$ cat src/rtl/uart_tx_fifo.sv
// uart_tx_fifo: FIFO-buffered 8N1/8N2 UART transmitter (8E1/8E2 when UART_TX_PARITY_EN is defined)
// Ports: clk core clock; rst async active-high reset; data/data_valid/data_ready byte push handshake;
//        tx serial line (idle high); busy frame in progress or FIFO non-empty; fifo_count FIFO occupancy.
// tx is registered from the next-state decode, so the line changes on the same edge as the FSM.
module uart_tx_fifo #(
  parameter int CLKS_PER_BIT = 347,
  parameter int FIFO_AW = 4,
  parameter int STOP_BITS = 1
) (
  input  logic clk,
  input  logic rst,
  input  logic [7:0] data,
  input  logic data_valid,
  output logic data_ready,
  output logic tx,
  output logic busy,
  output logic [FIFO_AW:0] fifo_count
);
  localparam int CW = CLKS_PER_BIT > 2 ? $clog2(CLKS_PER_BIT) : 1;
  localparam logic [FIFO_AW:0] DEPTH = (FIFO_AW+1)'(2**FIFO_AW);
  localparam logic [CW-1:0] LAST = CW'(CLKS_PER_BIT-1);
`ifdef UART_TX_PARITY_EN
  typedef enum logic [2:0] {IDLE, START, DATA, PARITY, STOP} state_t;
  logic par, par_n;
`else
  typedef enum logic [2:0] {IDLE, START, DATA, STOP} state_t;
`endif
  state_t state, state_n;
  logic [7:0] mem [2**FIFO_AW];
  logic [FIFO_AW-1:0] wr_ptr, rd_ptr;
  logic [7:0] shift, shift_n;
  logic [2:0] bit_idx, bit_idx_n;
  logic [CW-1:0] cnt, cnt_n;
  logic sb, sb_n, tx_n, push, pop, last;
  assign data_ready = fifo_count != DEPTH;
  assign push = data_valid & data_ready;
  assign busy = (state != IDLE) | (fifo_count != '0);
  assign last = cnt == LAST;
  always_ff @(posedge clk)
    if (push) mem[wr_ptr] <= data;
  always_ff @(posedge clk or posedge rst) begin
    if (rst) begin
      state <= IDLE;
      wr_ptr <= '0;
      rd_ptr <= '0;
      fifo_count <= '0;
      shift <= '0;
      bit_idx <= '0;
      cnt <= '0;
      sb <= 1'b0;
      tx <= 1'b1;
`ifdef UART_TX_PARITY_EN
      par <= 1'b0;
`endif
    end else begin
      state <= state_n;
      wr_ptr <= wr_ptr + FIFO_AW'(push);
      rd_ptr <= rd_ptr + FIFO_AW'(pop);
      fifo_count <= fifo_count + (FIFO_AW+1)'(push) - (FIFO_AW+1)'(pop);
      shift <= shift_n;
      bit_idx <= bit_idx_n;
      cnt <= cnt_n;
      sb <= sb_n;
      tx <= tx_n;
`ifdef UART_TX_PARITY_EN
      par <= par_n;
`endif
    end
  end
  always_comb begin
    state_n = state;
    shift_n = shift;
    bit_idx_n = bit_idx;
    sb_n = sb;
    pop = 1'b0;
    cnt_n = last ? '0 : cnt + 1'b1;
    unique case (state)
      IDLE: begin
        cnt_n = '0;
        pop = fifo_count != '0;
      end
      START: if (last) state_n = DATA;
      DATA: if (last) begin
        shift_n = shift >> 1;
        bit_idx_n = bit_idx + 1'b1;
        if (bit_idx == 3'd7) begin
`ifdef UART_TX_PARITY_EN
          state_n = PARITY;
`else
          state_n = STOP;
`endif
          sb_n = 1'b0;
        end
      end
`ifdef UART_TX_PARITY_EN
      PARITY: if (last) begin
        state_n = STOP;
        sb_n = 1'b0;
      end
`endif
      STOP: if (last && sb == 1'(STOP_BITS-1)) begin
        state_n = IDLE;
        pop = fifo_count != '0;
      end else if (last) sb_n = 1'b1;
      default: state_n = IDLE;
    endcase
    // A pop from IDLE or the end of STOP launches the next frame with no gap
    if (pop) begin
      state_n = START;
      shift_n = mem[rd_ptr];
      bit_idx_n = '0;
      cnt_n = '0;
    end
`ifdef UART_TX_PARITY_EN
    par_n = pop ? ^mem[rd_ptr] : par;
    tx_n = (state_n == START) ? 1'b0 : (state_n == DATA) ? shift_n[0] : (state_n == PARITY) ? par_n : 1'b1;
`else
    tx_n = (state_n == START) ? 1'b0 : (state_n == DATA) ? shift_n[0] : 1'b1;
`endif
  end
endmodule

$ cat config.mk
export PLATFORM = sky130hd
export DESIGN_NAME = uart_tx_fifo
export DESIGN_NICKNAME = d
export VERILOG_FILES = /design/src/rtl/uart_tx_fifo.sv
export SDC_FILE = /design/constraint.sdc
export NUM_CORES = 1
export LEC_CHECK = 0
export CORE_MARGIN = 2
export CORE_UTILIZATION = 50
export DETAILED_ROUTE_END_ITERATION = 6
export PLACE_DENSITY_LB_ADDON = 0.3
export SYNTH_ARGS = -nofsm -noshare
export SYNTH_HDL_FRONTEND = slang
export SYNTH_SLANG_ARGS = --single-unit
export TNS_END_PERCENT = 50
$ cat constraint.sdc
create_clock -name clk -period 3.7 [get_ports clk]
set_input_delay 0.37 -clock clk [delete_from_list [all_inputs] [get_ports clk]]
set_output_delay 0.37 -clock clk [all_outputs]
set_load 0.03 [all_outputs]
==> flow_summary.toml <==
[synth]
yosys_warnings = 0
async_flop_share_pct = 22.9
syn_inst = 386
ys_ff_latch = 166
synth-edff-count = 128
synth.yosys.seq_area_share_pct = 70.3
ys_top_cells_by_area = "edfxtp_1 (56%), dfrtp_1 (14%), mux4_2 (11%)"
synth_area_leader_cell = "edfxtp_1"
synth_top_cell_area_share_pct = 56.4
postSynthAreaPerCell_um2 = 17.7
synth_cell_type_count = 51
yosys_most_used_dff = "edfxtp_1"
synth_area_mm2 = 0.00682
synth_fp_nets = 412

[run]
max_cap_violations = 0

[sta]
fin_setup_tns_ps = 0
worst_pin_slew_ps = 905
finalHoldViolCount = 0
min_period_ps = 3220
hold_ws_ps = 451
finalCritPeriodShare_pct = 87.1
rsz0062_at_grt = "no"
max_freq_mhz = 310
finClkSkew_ps = 8.66
final-setup-viol-count = 0
relSlewSlack_pct = 39.6
drv_slew = 0

[placed_design]
dp_hpwl_mm = 7.73
place_area_mm2 = 0.00720
place.port_buffers = 18
gp_congestion = 0.779

[final_layout]
nets = 440
antenna_cells = 0
area_growth_pct = 13.3
final_cell_area_mm2 = 0.00773
final_util_pct = 58.1
drive_gt1_share_pct = 17.8

[cts]
cts.sinks = 166
cts-htree-levels = 4
tritoncts = "built"
cts.clk_slew.worst_paths_ps = 70
hold_buffers = 0
cts_resized = 0
cts_buffers = 17
postCtsSetupBuffers = 0
cts_root_buffer = "clkbuf_16"
cts.path.max_buffers = 2
clk_latency_ps = 420

[global_routing]
grt_first_pass_wirelength_mm = 19.3
grtUsageTotal_pct = 18.5
antenna_found_initial = 0
grt_max_degree = 24
grt_pass1_vias = 3517
grt-ovfl-total = 0

[floorplan]
coreArea_mm2 = 0.0133
die_x_um = 121
rows = 42
initial_core_util_pct = 51.3
dieArea_mm2 = 0.0146
die_y_um = 121
pin_count = 19

[power]
total_power_w = 0.00571
powerDensity_mw_per_mm2 = 739
ir_drop_mv = 0.446
p_leak_nw = 2.83

[worst_setup_path]
start_kind = "flop"
crit_type = "flop to flop"
required_ps = 4040
crit_path_max_fanout = 11
worstPathArrival_ps = 3560
critPathCaptureType = "flop"

[routing]
wirelength_mm = 12.1
ant_nets = 0
wl_per_cell_um = 20.1
via_per_inst = 5.57
vias = 3359
drc = 0
dr.pass1.iters = 5
drt_iter0_drc = 252

[hold_path]
worstHoldPathType = "input port to async pin"

[outcome]
status = "finished clean"
-- routing by layer --
metal	global-route usage, %	wire length (um)
met4	6.25	151
met2	27.9	5910
met3	6.27	817
met5	0	0
met1	25.3	5230
-- sequential cells by signal (all words and copies together) (netlist names), 3 cells and up --
name,flops
mem,128
cnt,9
shift,8
fifo_count,5
rd_ptr,4
wr_ptr,4
bit_idx,3
state,3
-- layout make-up --
type                    instances  area (um2)
inverters                      15        56.3
repair buffers                 27         260
fillers                      1001        5570
well taps                     176         220
clock buffers                  18         429
clock inverters                14         103
flip-flops and latches        166        4800
multi-input cells             187        1860
-- logic make-up after synthesis --
family / share of synthesized area [%]
buf+inv: 2.37
simple gates: 5.89
xor+xnor: 2.05
compound gates: 3.83
other cells: 0.0550
flops: 70.3
mux: 12.6
fa+ha+maj: 2.86
-- layout by cell type, fill, tap and decap left out, types with 7 or more instances in the layout --
master / netlist / routed
mux2i_1: 14 / 14
nand2_1: 7 / 7
mux4_2: 32 / 32
nor2_1: 32 / 32
inv_1: 12 / 12
xor2_1: 11 / 11
buf_4: 2 / 8
a22o_1: 12 / 12
clkdlybuf4s50_1: 0 / 18
clkbuf_16: 0 / 17
ha_1: 14 / 14
nand3_1: 7 / 7
edfxtp_1: 128 / 128
dfrtp_1: 37 / 36
-- final timing paths --
kind                                           start                      end  slack (ps)  cells after the start
worst min register to register  shift[7]$_DFFE_PP0P_     shift[7]$_DFFE_PP0P_         520                      1
worst max-delay path                cnt[0]$_DFF_PP0_  fifo_count[4]$_DFF_PP0_         480                     15
min in group clk                shift[7]$_DFFE_PP0P_     shift[7]$_DFFE_PP0P_         520                      1
max in group asynchronous                        rst             tx$_DFF_PP1_        2430                      3
worst min-delay path                             rst   bit_idx[1]$_DFFE_PP0P_         450                      2
worst max register to register      cnt[0]$_DFF_PP0_  fifo_count[4]$_DFF_PP0_         480                     15
-- stage by stage --
stage / setup slack, ps / cells
after floorplan: 775 / 386
after global placement: 593 / 571
after detailed placement: 519 / 571
after CTS: 495 / 603
after global routing: 217 / 603
final: 478 / 603
-- where the power goes --
group | internal (W) | total (W) | switching (W)
combinational | 0.000775 | 0.00157 | 0.000800
sequential | 0.00231 | 0.00257 | 0.000255
clock | 0.000862 | 0.00157 | 0.000710
total | 0.00395 | 0.00571 | 0.00177
-- worst max-delay path: stages (launching register included) --
cell and delay, ps:
dfrtp_1 420, inv_1 70, ha_1 190, and4b_1 280
a31oi_2 210, or2_1 470, inv_2 140, ha_1 290
inv_1 50, ha_1 160, inv_1 60, fa_1 390
inv_1 70, a21oi_1 60, o21bai_1 160, xnor2_1 130
-- cell usage after synthesis (2+ instances only) --
master      n
buf_6       3
buf_2       6
and4_1      2
a31o_1      3
buf_4       2
nand4_1     4
nor3_1      5
nand2b_1    2
inv_1      12
clkbuf_1    7
nand2_1     7
xor2_1     11
ha_1       14
nand3b_1    2
nor2_1     32
xnor2_1     5
a21oi_1     2
mux2i_1    14
inv_2       2
a31oi_1     2
a22o_1     12
nor2b_1     2
nand3_1     7
mux4_2     32
edfxtp_1  128
or2_1       2
dfrtp_1    37
a22oi_1     4
and2_1      3
No activity file was read; power rests on OpenSTA's default activity.
==> patch: new RTL, same settings <==
Build with the macro `UART_TX_PARITY_EN` defined.
--- a/src/rtl/uart_tx_fifo.sv
+++ b/src/rtl/uart_tx_fifo.sv
@@ -2,6 +2,8 @@
 // Ports: clk core clock; rst async active-high reset; data/data_valid/data_ready byte push handshake;
 //        tx serial line (idle high); busy frame in progress or FIFO non-empty; fifo_count FIFO occupancy.
 // tx is registered from the next-state decode, so the line changes on the same edge as the FSM.
+`define UART_TX_PARITY_EN
+
 module uart_tx_fifo #(
   parameter int CLKS_PER_BIT = 347,
   parameter int FIFO_AW = 4,
Formal check against the unedited RTL: same outputs for any inputs over 10 cycles, from zero or initial values and one cycle with rst high; that may be too few to reach the edited logic, so the function may still have changed.
==> patch against the original RTL <==
- routed wire length increased by 0.61%
- setup slack improved by 230 ps
- sequential cell count grew 1
- area after synthesis grew 1.5%
- via count rose by 4.6%
- cell area up 1.2%
- maximum frequency increased by 7.7%
Power is not compared: it rests on default switching activity, and its combinational part moved more than twofold at a synthesized area within 25%.
==> patch: results (changes against the original RTL) <==
| Metric | Value |
|---|---|
| Met2 Use GR | `27.1% (-0.79 points)` |
| Global-route met3 utilization | `4.31% (-2.0 points)` |
| Cells taking the most area after synthesis | `sky130_fd_sc_hd__edfxtp_1, sky130_fd_sc_hd__dfrtp_1, sky130_fd_sc_hd__mux4_2` |
| Drt wl/cell | `19.5 µm (-2.9%)` |
| Number of combinational gates with multiple inputs | `208 (+11%)` |
| Register bit count reported by yosys | `167 (+0.60%)` |
| Clock buffers and inverters, area share | `7.01% (+0.13 points)` |
| Data arrival at the endpoint of the critical path | `3300 ps (-260 ps)` |
| Count of nets after finishing | `463 (+5.2%)` |
| Multi-input gate area in the final layout | `0.00191 mm² (+2.5%)` |
| Cell count of the worst reg-to-reg path | `17 (+2)` |
| Total clock buffers created by CTS | `17 (unchanged)` |
| Fraction of registers with async set/reset | `23.4% (+0.46 points)` |
| Status | `complete, no violations` |
| Top cell types by occurrence after synthesis | `sky130_fd_sc_hd__edfxtp_1, sky130_fd_sc_hd__dfrtp_1, sky130_fd_sc_hd__nor2_1, sky130_fd_sc_hd__nand2_1, sky130_fd_sc_hd__mux4_2` |
| Crit path largest cell delay | `420 ps (-50 ps)` |
| M1 wire length | `5.38 mm (+2.8%)` |
| Cell with the largest stage delay on the worst path | `sky130_fd_sc_hd__dfrtp_1` |
| Number of DRC markers in iteration 0 | `296 (+17%)` |
| Number of global-route vias before repair | `3482 (-1.0%)` |
| Count of fill cells added during filler insertion | `993 (-0.80%)` |
| Worst Setup Path Type | `reg -> reg` |
| Share of the yosys chip area belonging to registers | `69.6% (-0.67 points)` |
| Max Fanout on Critical Path | `6 (-5)` |
| Number of clock buffer instances in the layout | `19 (+1)` |
| Largest net degree at the start of global routing | `35 (+46%)` |
| Buffer share of cell area | `3.33% (-0.039 points)` |
| Clock Skew | `13.1 ps (+4.40 ps)` |
| Number of non-clock inverters | `16 (+1)` |
| Met3 routed wirelength | `700 µm (-14%)` |
| First-pass iteration count of the detailed router | `6 (+1)` |
| Final weighted congestion of routability-driven global placement | `0.774 (-0.65%)` |
| Sequential Area | `0.00482 mm² (+0.52%)` |
| Via density | `5.62 (+0.93%)` |
| HPWL after detailed placement | `7.66 mm (-0.99%)` |
| Share of cells above drive strength 1 | `14.3% (-3.5 points)` |
| R2R Setup Slk | `710 ps (+230 ps)` |
| Global-route total usage across every layer | `18.1% (-0.37 points)` |
| Slew of the pin with the lowest slew margin | `888 ps (-16.5 ps)` |
==> patch: changes by cell type after synthesis, moves of 4 or more <==
cell	before	now
sky130_fd_sc_hd__nor2_1	32	36
sky130_fd_sc_hd__inv_1	12	16
sky130_fd_sc_hd__mux2i_1	14	10
sky130_fd_sc_hd__a22oi_1	4	16
sky130_fd_sc_hd__mux4_1	0	9
sky130_fd_sc_hd__mux4_2	32	23
sky130_fd_sc_hd__xnor2_1	5	15
sky130_fd_sc_hd__nand2_1	7	25
sky130_fd_sc_hd__a22o_1	12	0
sky130_fd_sc_hd__o21ai_0	0	9
==> patch: power by group through the flow <==
stage	sequential, mW	combinational [mW]	clock [mW]
final	2.32	0.611	1.64
after CTS	2.33	0.624	1.68
after detailed placement	2.36	0.620	0
after floorplan	2.38	0.382	0
after global routing	2.34	0.678	1.75
after global placement	2.35	0.605	0
==> patch: stage by stage <==
stage | utilization (%) | instance area, µm² | worst slack (ps) | cells | hold WS (ps)
6_report | 58.4 | 7820 | 708 | 625 | 439
5_1_grt | 58.4 | 7820 | 439 | 625 | 534
4_1_cts | 58.4 | 7820 | 699 | 625 | 460
3_5_place_dp | 54.3 | 7270 | 726 | 594 | 479
3_3_place_gp | 54.3 | 7270 | 855 | 594 | 471
2_1_floorplan | - | 6920 | 433 | 408 | 456
==> patch: logic make-up (layout without fill, tap and decap cells) <==
group | after synthesis | in the layout | synth area share, %
flip-flops | 167 | 167 | 69.6
XOR/XNOR | 24 | 24 | 3.04
buffers and inverters | 33 | 74 | 2.77
AND/OR/NAND/NOR | 92 | 92 | 5.97
adder cells (fa/ha/maj) | 15 | 15 | 2.82
multiplexers | 42 | 42 | 12.3
AO/OA/AOI/OAI | 35 | 35 | 3.42
